==> src/rtl/frame_scheduler.sv <==
// Frame scheduler: steps a fetch -> vertex -> pixel pipeline through N+2
// steps per frame, generating stage start pulses, the pipeline advance
// enable, per-step fetch addresses, a frame-done pulse and a sticky irq.
module frame_scheduler #(
    parameter int MADDR_WIDTH   = 32,
    parameter int VERTEX_STRIDE = 18,
    parameter int COLOR_STRIDE  = 2
) (
    input  logic                   clk,
    input  logic                   reset_n,
    input  logic                   frame_start,
    input  logic [31:0]            triangles_count,
    input  logic [MADDR_WIDTH-1:0] base_addr_vertex,
    input  logic [MADDR_WIDTH-1:0] base_addr_color,
    input  logic                   fetch_eoc,
    input  logic                   ver_eoc,
    input  logic                   pix_eoc,
    input  logic                   irq_ack,
    output logic                   fetch_start,
    output logic                   ver_start,
    output logic                   pix_start,
    output logic                   advance,
    output logic [MADDR_WIDTH-1:0] curr_addr_vertex,
    output logic [MADDR_WIDTH-1:0] curr_addr_color,
    output logic                   frame_done,
    output logic                   busy,
    output logic                   irq,
    output logic [31:0]            step
);

    localparam logic [2:0] S_IDLE  = 3'd0;
    localparam logic [2:0] S_STEP  = 3'd1;
    localparam logic [2:0] S_GUARD = 3'd2;
    localparam logic [2:0] S_WAIT  = 3'd3;
    localparam logic [2:0] S_DONE  = 3'd4;

    localparam logic [MADDR_WIDTH-1:0] VSTRIDE = MADDR_WIDTH'(VERTEX_STRIDE);
    localparam logic [MADDR_WIDTH-1:0] CSTRIDE = MADDR_WIDTH'(COLOR_STRIDE);

    logic [2:0]             r_state;
    logic                   r_hold;
    logic [31:0]            r_n;
    logic [31:0]            r_step;
    logic [MADDR_WIDTH-1:0] r_addr_v;
    logic [MADDR_WIDTH-1:0] r_addr_c;
    logic                   r_advance;
    logic                   r_fetch_start;
    logic                   r_ver_start;
    logic                   r_pix_start;
    logic                   r_frame_done;
    logic                   r_busy;
    logic                   r_irq;

    logic [2:0]  w_next_state;
    logic [31:0] w_next_step;
    logic        w_next_hold;
    logic [31:0] w_n;
    logic [32:0] w_n33;
    logic [32:0] w_last33;
    logic [32:0] w_step33;
    logic [32:0] w_next_step33;
    logic        w_eoc_all;
    logic        w_enter_step;
    logic        w_fetch;
    logic        w_ver;
    logic        w_pix;
    logic        w_set_done;
    logic        w_accept;

    // Next-state, next-step and the registered-output values for the coming cycle
    always_comb begin
        w_accept      = (r_state == S_IDLE) && frame_start;
        // The triangle count in force: live input while idle, snapshot otherwise.
        w_n           = (r_state == S_IDLE) ? triangles_count : r_n;
        // 33-bit compares so that N = 0xFFFFFFFF still has a final step N+1.
        w_n33         = {1'b0, w_n};
        w_last33      = w_n33 + 33'd1;
        w_step33      = {1'b0, r_step};
        w_eoc_all     = fetch_eoc && ver_eoc && pix_eoc;
        w_next_state  = r_state;
        w_next_step   = r_step;
        w_next_hold   = 1'b0;

        case (r_state)
            S_IDLE: begin
                if (frame_start) begin
                    w_next_step = 32'd0;
                    if (triangles_count == 32'd0) begin
                        // Empty frame: DONE is held one extra cycle, and
                        // frame_done marks the second of those cycles.
                        w_next_state = S_DONE;
                        w_next_hold  = 1'b1;
                    end else begin
                        w_next_state = S_STEP;
                    end
                end
            end
            S_STEP: begin
                w_next_state = S_GUARD;
            end
            S_GUARD: begin
                // Stages may not have dropped eoc yet; ignore it for one cycle.
                w_next_state = S_WAIT;
            end
            S_WAIT: begin
                if (w_eoc_all) begin
                    if (w_step33 < w_last33) begin
                        w_next_state = S_STEP;
                        w_next_step  = r_step + 32'd1;
                    end else begin
                        w_next_state = S_DONE;
                    end
                end
            end
            S_DONE: begin
                w_next_state = r_hold ? S_DONE : S_IDLE;
            end
            default: begin
                w_next_state = S_IDLE;
            end
        endcase

        w_next_step33 = {1'b0, w_next_step};
        w_enter_step  = (w_next_state == S_STEP);
        w_fetch       = w_enter_step && (w_next_step33 < w_n33);
        w_ver         = w_enter_step && (w_next_step33 >= 33'd1) && (w_next_step33 <= w_n33);
        w_pix         = w_enter_step && (w_next_step33 >= 33'd2);
        w_set_done    = (w_next_state == S_DONE) && !w_next_hold;
    end

    // State, snapshot, address and output registers with synchronous reset
    always_ff @(posedge clk) begin
        if (!reset_n) begin
            r_state       <= S_IDLE;
            r_hold        <= 1'b0;
            r_n           <= '0;
            r_step        <= '0;
            r_addr_v      <= '0;
            r_addr_c      <= '0;
            r_advance     <= 1'b0;
            r_fetch_start <= 1'b0;
            r_ver_start   <= 1'b0;
            r_pix_start   <= 1'b0;
            r_frame_done  <= 1'b0;
            r_busy        <= 1'b0;
            r_irq         <= 1'b0;
        end else begin
            r_state       <= w_next_state;
            r_hold        <= w_next_hold;
            r_step        <= w_next_step;
            if (w_accept) begin
                r_n <= triangles_count;
            end
            // Addresses start at the base on the first step and then advance
            // by one stride per step; they hold between steps.
            if (w_enter_step) begin
                if (r_state == S_IDLE) begin
                    r_addr_v <= base_addr_vertex;
                    r_addr_c <= base_addr_color;
                end else begin
                    r_addr_v <= r_addr_v + VSTRIDE;
                    r_addr_c <= r_addr_c + CSTRIDE;
                end
            end
            r_advance     <= w_enter_step;
            r_fetch_start <= w_fetch;
            r_ver_start   <= w_ver;
            r_pix_start   <= w_pix;
            r_frame_done  <= w_set_done;
            r_busy        <= (w_next_state != S_IDLE);
            // Setting wins over a coincident acknowledge.
            r_irq         <= w_set_done || (r_irq && !irq_ack);
        end
    end

    assign fetch_start      = r_fetch_start;
    assign ver_start        = r_ver_start;
    assign pix_start        = r_pix_start;
    assign advance          = r_advance;
    assign curr_addr_vertex = r_addr_v;
    assign curr_addr_color  = r_addr_c;
    assign frame_done       = r_frame_done;
    assign busy             = r_busy;
    assign irq              = r_irq;
    assign step             = r_step;

endmodule

==> config.mk <==
export PLATFORM = sky130hd
export DESIGN_NAME = frame_scheduler
export DESIGN_NICKNAME = d
export VERILOG_FILES = /design/src/rtl/frame_scheduler.sv
export SDC_FILE = /design/constraint.sdc
export NUM_CORES = 1
export LEC_CHECK = 0
export CORE_MARGIN = 2
export CORE_UTILIZATION = 55
export CTS_BUF_LIST = sky130_fd_sc_hd__clkbuf_2
export DETAILED_ROUTE_END_ITERATION = 8
export PLACE_DENSITY = 0.82
export SLEW_MARGIN = 0
export SYNTH_ARGS = -nofsm -noshare
export SYNTH_HDL_FRONTEND = slang
export SYNTH_SLANG_ARGS = --single-unit
==> constraint.sdc <==
create_clock -name clk -period 18.5 [get_ports clk]
set_input_delay 2.775 -clock clk [delete_from_list [all_inputs] [get_ports clk]]
set_output_delay 2.775 -clock clk [all_outputs]
set_load 0.005 [all_outputs]
# Word-level counts from Yosys, hierarchy flattened
# Index checks and enable logic that the tools add are counted.
[op_classes]
muxes = 16
addsub = 4
reduce_logical = 15
eq_ne = 6
n_lt_le_gt_ge = 5
[op_table]
columns = ["cell", "count"]
rows = [
  ["$mux W32", 6],
  ["$pmux W32 S2", 1],
  ["$add A32 B1 Y33 const B", 1],
  ["$lt A32 B33 Y1", 1],
  ["$add A32 B1 Y32 const B", 1],
  ["$add A32 B2 Y32 const B", 1],
  ["$add A32 B5 Y32 const B", 1],
  ["$ge A32 B1 Y1 const B", 1],
  ["$ge A32 B2 Y1 const B", 1],
  ["$le A32 B32 Y1", 1],
  ["$logic_not A32 Y1", 1],
  ["$lt A32 B32 Y1", 1],
  ["$mux W3", 5],
  ["$pmux W3 S5", 1],
  ["$logic_and A1 B1 Y1", 9],
  ["$eq A3 B1 Y1 const B", 2],
  ["$eq A3 B2 Y1 const B", 2],
  ["$eq A3 B3 Y1 const B", 2],
  ["$logic_not A3 Y1", 1],
  ["$mux W1", 3],
  ["$reduce_bool A3 Y1", 1],
  ["$logic_not A1 Y1", 2],
  ["$logic_or A1 B1 Y1", 1],
]
[word_totals]
regBits = 139
in_bits = 103
wordCells = 59

# Logic depth before layout (Yosys ltp)
# Gate-level depths: netlist of run 1.
[depth]
depth_word = 10
ltp_mapped = 36
depth_no_buf = 31

# Worst setup path after synthesis of run 1
# No wires, ideal clock.
[synth_timing]
path_kind = "input -> register"
from = "input triangles_count[2]"
to = "register r_ver_start, in the netlist ver_start"
slack_ps = 9633
setup_time_ps = 81
cell_stages = 32
required_time_ps = 18419
t_arrival_ps = 8787
path_buffers = 3
cell_sequence = "mux2i_1 > a211o_1 > nand2b_1 > nor2_1 > nand3_1 > or2_1 > nor4_1 > o21ai_0 > xnor2_1 > ha_1 > nand4_1 > or4_1 > a311o_1 > a221oi_1 > o21ai_2 > buf_6 > buf_2 > buf_2 > nand3_1 > o211ai_1 > o31ai_1 > ha_1 > a21o_1 > a21o_1 > a21o_1 > a21o_1 > a21oi_1 > nor2b_1 > o21a_1 > nor3_1 > a31oi_1 > a41oi_1"
[synth_between]
elab_chain_len = 9
[synth_rtl]
columns = ["element", "line_no", "rtl"]
rows = [
  ["from (decl)", "12", "input logic [31:0] triangles_count,"],
  ["$mux W32 *", "74", "w_n = (r_state == S_IDLE) ? triangles_count : r_n;"],
  ["$add A32 B1 Y33 *", "77", "w_last33 = w_n33 + 33'd1;"],
  ["$lt A32 B33 Y1 *", "107", "if (w_step33 < w_last33) begin"],
  ["$mux W32 *", "107", ""],
  ["$mux W32 *", "106", "if (w_eoc_all) begin"],
  ["$pmux W32 S2 *", "84", "case (r_state)"],
  ["named net w_next_step[25]", "55", "logic [31:0] w_next_step;"],
  ["$ge A32 B1 Y1", "126", "w_ver = w_enter_step && (w_next_step33 >= 33'd1) && (w_next_step33 <= w_n33);"],
  ["$logic_and A1 B1 Y1", "126", ""],
  ["$logic_and A1 B1 Y1 *", "126", ""],
  ["to (signal assigned)", "167", "r_ver_start <= w_ver;"],
  ["to (decl)", "48", "logic r_ver_start;"],
]
# The timed path passes the listed nets; every way through them passes the cells marked *.
# A chain may end at the register's enable or synchronous reset.

# Worst setup path after layout of run 1
# Same ends and word-level chain as after synthesis.

==> flow_summary.json, run 1 <==
{
  "max_cap_violations": 0,
  "hp-class": "reg2reg",
  "ff_latch_area_um2": 2780,
  "ios": 206,
  "start_util_pct": 56.0,
  "cts_tree": "built",
  "synthDistinctLibCells": 71,
  "drc_errors": 1,
  "cts.sinks": 139,
  "yosysWarnings": 0,
  "crit_path_end_kind": "flip-flop",
  "tightest_slew_ns": 0.968,
  "post_cts_buffers": 0,
  "dieArea_um2": 19400,
  "track_usage_pct": 34.6,
  "syn_inst": 1371,
  "vias_per_cell": 6.35,
  "rsz0062_at_grt": "false",
  "status": "finished, violations left",
  "grt_max_degree": 91,
  "drv_slew": 0,
  "avgSynthCellArea_um2": 7.34,
  "hold_viol": 0,
  "tns_ns": 0,
  "die_h_um": 139,
  "clk_latency_ns": 0.78,
  "gr-total-overflow": 0,
  "fin_area_um2": 12500,
  "final_common_cell": "clkdlybuf4s50_1",
  "synth_flop_cell": "dfxtp_1",
  "synth_edf_count": 0,
  "path_clk_slew_ns": 0.21,
  "die_w_um": 139,
  "setup_viol": 0,
  "path_max_fanout": 52,
  "routabilityCongestion": 0.963,
  "async_flop_share_pct": 0,
  "cts_inserted_buffers": 17,
  "synth_fp_nets": 1541,
  "period_needed_ns": 9.61,
  "initialDrtViolationCount": 937,
  "clock_skew_ns": 0.0410,
  "slowest_stage": "nor4_1",
  "max_stage_delay_ns": 0.61,
  "arrival_ns": 10.30,
  "wl_per_cell_um": 19.7,
  "fin_crit_sh_pct": 52.0,
  "cts_root_buf": "clkbuf_2",
  "synth.ff_latch_count": 139,
  "wl_um": 34800,
  "cts.path.max_buffers": 2,
  "dp_hpwl_um": 25600,
  "portBuffers": 205,
  "p_leak_uw": 0.00492,
  "relSlewSlack_pct": 35.5,
  "fillers": 1540,
  "nets": 1697,
  "ir_drop_mv": 0.0686,
  "area_growth_pct": 23.9,
  "coreArea_um2": 18000,
  "rows": 49,
  "crit_required_ns": 19.19,
  "ys_seq_area_share_pct": 27.6,
  "multi_input_area_um2": 6910,
  "grt_pass1_vias": 10149,
  "critPathLaunchType": "input pin",
  "final_cell_mix": "clkdlybuf4s50_1 (205), nand2_1 (179), nor2_1 (152)",
  "vias": 11239,
  "cts_hold_buf": 0,
  "grt_pass1_wl_um": 54600,
  "htree_levels": 4,
  "cts_resized": 0,
  "crit_type": "in2reg",
  "cp_common_cell": "a21o_1",
  "antenna_found_initial": 1,
  "violations": "DRC",
  "antenna_left": 0,
  "drive_above_1_share_pct": 4.61,
  "fmax_mhz": 104,
  "power_density_nw_per_um2": 62.2,
  "netlist_area_um2": 10100,
  "drtPass1Iterations": 7,
  "place_area_um2": 12200
}
## layout make-up
| class | instances | area share, % |
|---|---|---|
| clock buffers | 18 | 0.722 |
| inverters | 22 | 0.672 |
| well taps | 229 | 2.30 |
| repair buffers | 219 | 17.3 |
| diodes | 1 | 0.0201 |
| flip-flops and latches | 139 | 22.3 |
| clock inverters | 14 | 1.36 |
| multi-input cells | 1128 | 55.3 |
## critical path, delay by kind of cell
family	cells	cell delay (ns)
AO/OA/AOI/OAI	16	3.07
AND/OR/NAND/NOR	10	2.62
buffers and inverters	2	0.81
adder cells (fa/ha/maj)	2	0.60
multiplexers	1	0.23
XOR/XNOR	1	0.19
## state kept, by name (all words and copies together) (netlist names)
signal,count
ver_start,1
frame_done,1
curr_addr_color,32
r_state,3
fetch_start,1
step,32
r_hold,1
irq,1
r_n,32
curr_addr_vertex,32
pix_start,1
busy,1
advance,1
## worst paths after layout
kind	startpoint	endpoint	slack [ns]	cells after the start
max reg2reg	r_state[0]	ver_start	9.70	29
max	triangles_count[2]	ver_start	8.89	32
min	r_n[2]	r_n[2]	0.48	2
min reg2reg	r_n[2]	r_n[2]	0.48	2
## synthesized netlist by cell type (15+ instances only)
master	count	area share, %
and3_1	30	1.9
a211oi_1	20	1.5
o21ai_0	73	3.6
clkbuf_1	67	2.5
nand2_1	179	6.7
xnor2_1	16	1.4
mux2i_1	44	4.4
nor3_1	19	0.94
ha_1	67	8.3
nand4_1	47	2.9
a21oi_1	133	6.6
a21o_1	20	1.5
or3_1	15	0.93
nor2_1	152	5.7
and2_1	36	2.2
nor4_1	18	1.1
dfxtp_1	139	28
nand3_1	74	3.7
a31oi_1	22	1.4
inv_1	22	0.82
## kinds of logic after synthesis
| group | count (synthesis) | share of synthesized area (%) |
|---|---|---|
| adders and majority gates | 67 | 8.33 |
| AOI/OAI and AO/OA | 371 | 23.3 |
| xor gates and xnor gates | 29 | 2.52 |
| muxes | 47 | 4.71 |
| and+or+nand+nor | 614 | 29.4 |
| buffers and inverters | 104 | 4.10 |
| DFF | 139 | 27.6 |
## report_power, final
| group | internal [uW] | switching (uW) | leakage, uW |
|---|---|---|---|
| Clock | 76.4 | 127 | 0.000148 |
| Combinational | 101 | 132 | 0.00364 |
| Sequential | 319 | 22.2 | 0.00113 |
| Total | 496 | 280 | 0.00492 |
## per-stage QoR
stage | worst slack [ns] | instances | utilization, % | hold slack, ns | total power (uW)
2_1_floorplan | 9.63 | 1371 | - | 0.436 | 481
3_3_place_gp | 8.40 | 1737 | 68.0 | 0.442 | 570
3_5_place_dp | 8.19 | 1737 | 68.0 | 0.450 | 574
4_1_cts | 8.98 | 1769 | 69.5 | 0.474 | 775
5_1_grt | 8.30 | 1770 | 69.5 | 0.508 | 815
6_report | 8.89 | 1770 | 69.5 | 0.478 | 776
## routing by layer
layer	track usage (%)	routed length [um]
met5	0	0
met4	9.41	750
met3	6.68	2970
met2	54.2	15900
met1	48.8	15200
No activity file was read; power rests on OpenSTA's default activity.
==> inputs of run 2 (changes only) <==
--- a/config.mk
+++ b/config.mk
@@ -6,10 +6,10 @@
 export NUM_CORES = 1
 export LEC_CHECK = 0
 export CORE_MARGIN = 2
-export CORE_UTILIZATION = 55
+export CORE_UTILIZATION = 54
 export CTS_BUF_LIST = sky130_fd_sc_hd__clkbuf_2
 export DETAILED_ROUTE_END_ITERATION = 8
-export PLACE_DENSITY = 0.82
+export PLACE_DENSITY = 0.8
 export SLEW_MARGIN = 0
 export SYNTH_ARGS = -nofsm -noshare
 export SYNTH_HDL_FRONTEND = slang
==> constraint.sdc (replaced) <==
create_clock -name clk -period 8.9 [get_ports clk]
set_input_delay 1.335 -clock clk [delete_from_list [all_inputs] [get_ports clk]]
set_output_delay 1.335 -clock clk [all_outputs]
set_load 0.005 [all_outputs]
==> run 2 against run 1 <==
Compared with the run above:
- the flow now finishes without violations
- combinational power increased by 110%
- die area increased by 1.8%
- cell area rose by 0.31%
- first-iteration DRC count increased by 8.4%
- critical endpoint unchanged
==> flow_summary.json, run 2 (synthesized netlist as in run 1, its figures left out) <==
{
  "status": "completed",
  "arrival_ns": 8.67,
  "place_area_um2": 12200,
  "cp_common_cell": "a21o_1",
  "clk_latency_ns": 0.78,
  "gr-total-overflow": 0,
  "max_cap_violations": 0,
  "ios": 206,
  "crit_path_end_kind": "flip-flop",
  "cts_inserted_buffers": 17,
  "drv_slew": 0,
  "die_h_um": 141,
  "dp_hpwl_um": 25000,
  "cts_root_buf": "clkbuf_2",
  "rsz0062_at_grt": "false",
  "portBuffers": 205,
  "drtPass1Iterations": 7,
  "multi_input_area_um2": 6910,
  "ff_latch_area_um2": 2780,
  "grt_max_degree": 157,
  "area_growth_pct": 24.3,
  "final_util_pct": 69.0,
  "dieArea_um2": 19800,
  "grt_pass1_wl_um": 54400,
  "slowest_stage": "nor3_4",
  "start_util_pct": 55.5,
  "setup_viol": 0,
  "post_cts_buffers": 0,
  "drive_above_1_share_pct": 4.61,
  "ir_drop_mv": 0.0967,
  "period_needed_ns": 7.99,
  "cts_resized": 0,
  "htree_levels": 4,
  "wl_um": 34500,
  "cts_hold_buf": 0,
  "antenna_found_initial": 1,
  "drc_errors": 0,
  "crit_type": "reg2reg",
  "die_w_um": 141,
  "track_usage_pct": 34.2,
  "fmax_mhz": 125,
  "routabilityCongestion": 0.957,
  "clock_skew_ns": 0.0467,
  "power.total_uw": 1650,
  "pwr-share-seq_pct": 43.0,
  "rows": 49,
  "tightest_slew_ns": 0.845,
  "pwr-share-comb_pct": 29.4,
  "fillers": 1606,
  "hp-class": "reg2reg",
  "initialDrtViolationCount": 1016,
  "tns_ns": 0,
  "path_max_fanout": 156,
  "p_leak_uw": 0.00494,
  "power.share.switching_pct": 35.5,
  "critPathLaunchType": "flip-flop",
  "vias_per_cell": 6.36,
  "fin_area_um2": 12500,
  "crit_required_ns": 9.58,
  "power_density_nw_per_um2": 132,
  "cts.sinks": 139,
  "cts_tree": "built",
  "vias": 11253,
  "coreArea_um2": 18100,
  "intPower_uw": 1060,
  "relSlewSlack_pct": 43.5,
  "path_clk_slew_ns": 0.20,
  "antenna_left": 0,
  "nets": 1697,
  "wl_per_cell_um": 19.5,
  "max_stage_delay_ns": 0.60,
  "hold_viol": 0,
  "final_common_cell": "clkdlybuf4s50_1",
  "p_sw_uw": 584,
  "fin_crit_sh_pct": 89.7,
  "grt_pass1_vias": 10207,
  "final_cell_mix": "clkdlybuf4s50_1 (205), nand2_1 (179), nor2_1 (152)",
  "cts.path.max_buffers": 2,
  "power.share.clock_pct": 27.6
}
[run 2: cell types whose count changed in the layout (fill, tap and decap cells not counted)]
cell	delta
clkinvlp_4	-1
clkbuf_2	+1
clkinv_4	+1
bufinv_16	+1
clkinv_2	-2
buf_12	+1
buf_4	-1
[run 2: final cells by class]
class | instances | share of cell area, %
multi-input combinational | 1128 | 55.2
sequential | 139 | 22.2
timing repair buffer | 219 | 17.3
tap | 229 | 2.29
clock inverter | 13 | 1.53
clock buffer | 19 | 0.760
inverter | 22 | 0.670
antenna | 1 | 0.0200
[run 2: per-stage QoR]
stage	std cells	worst slack [ns]	hold slack (ns)
floorplan	1371	1.47	0.436
global placement	1737	0.667	0.443
detailed placement	1737	0.497	0.448
CTS	1769	1.08	0.471
global route	1770	0.544	0.492
finish	1770	0.913	0.469
[run 2: critical path, delay by kind of cell (launching register included)]
kind | cells | cell delay, ns
DFF | 1 | 0.44
buffers and inverters | 4 | 1.17
muxes | 1 | 0.35
adders and majority gates | 2 | 0.62
xor gates and xnor gates | 1 | 0.14
AOI/OAI and AO/OA | 13 | 2.59
and+or+nand+nor | 9 | 2.50
[run 2: routing by layer]
layer  vias up  track usage, %  part of all wire, %
met3        64            9.81                   11
met1      5267            48.8                   44
li1       5351               -                    -
met4         0            10.9                  2.4
met2       571            49.8                   42
met5         -               0                    0
[run 2: power groups by stage]
stage	clock, uW	combinational, uW	sequential [uW]
floorplan	0	290	710
global placement	0	466	718
detailed placement	0	473	719
CTS	461	476	707
global route	487	531	715
finish	455	483	709
[run 2: path summary, 6_finish.rpt]
path | from | end | slack (ns) | cells past startpoint
setup / recovery | r_state[0] | ver_start | 0.91 | 30
hold / removal | r_n[26] | r_n[26] | 0.47 | 2
setup reg to reg | r_state[0] | ver_start | 0.91 | 30
hold reg to reg | r_n[26] | r_n[26] | 0.47 | 2
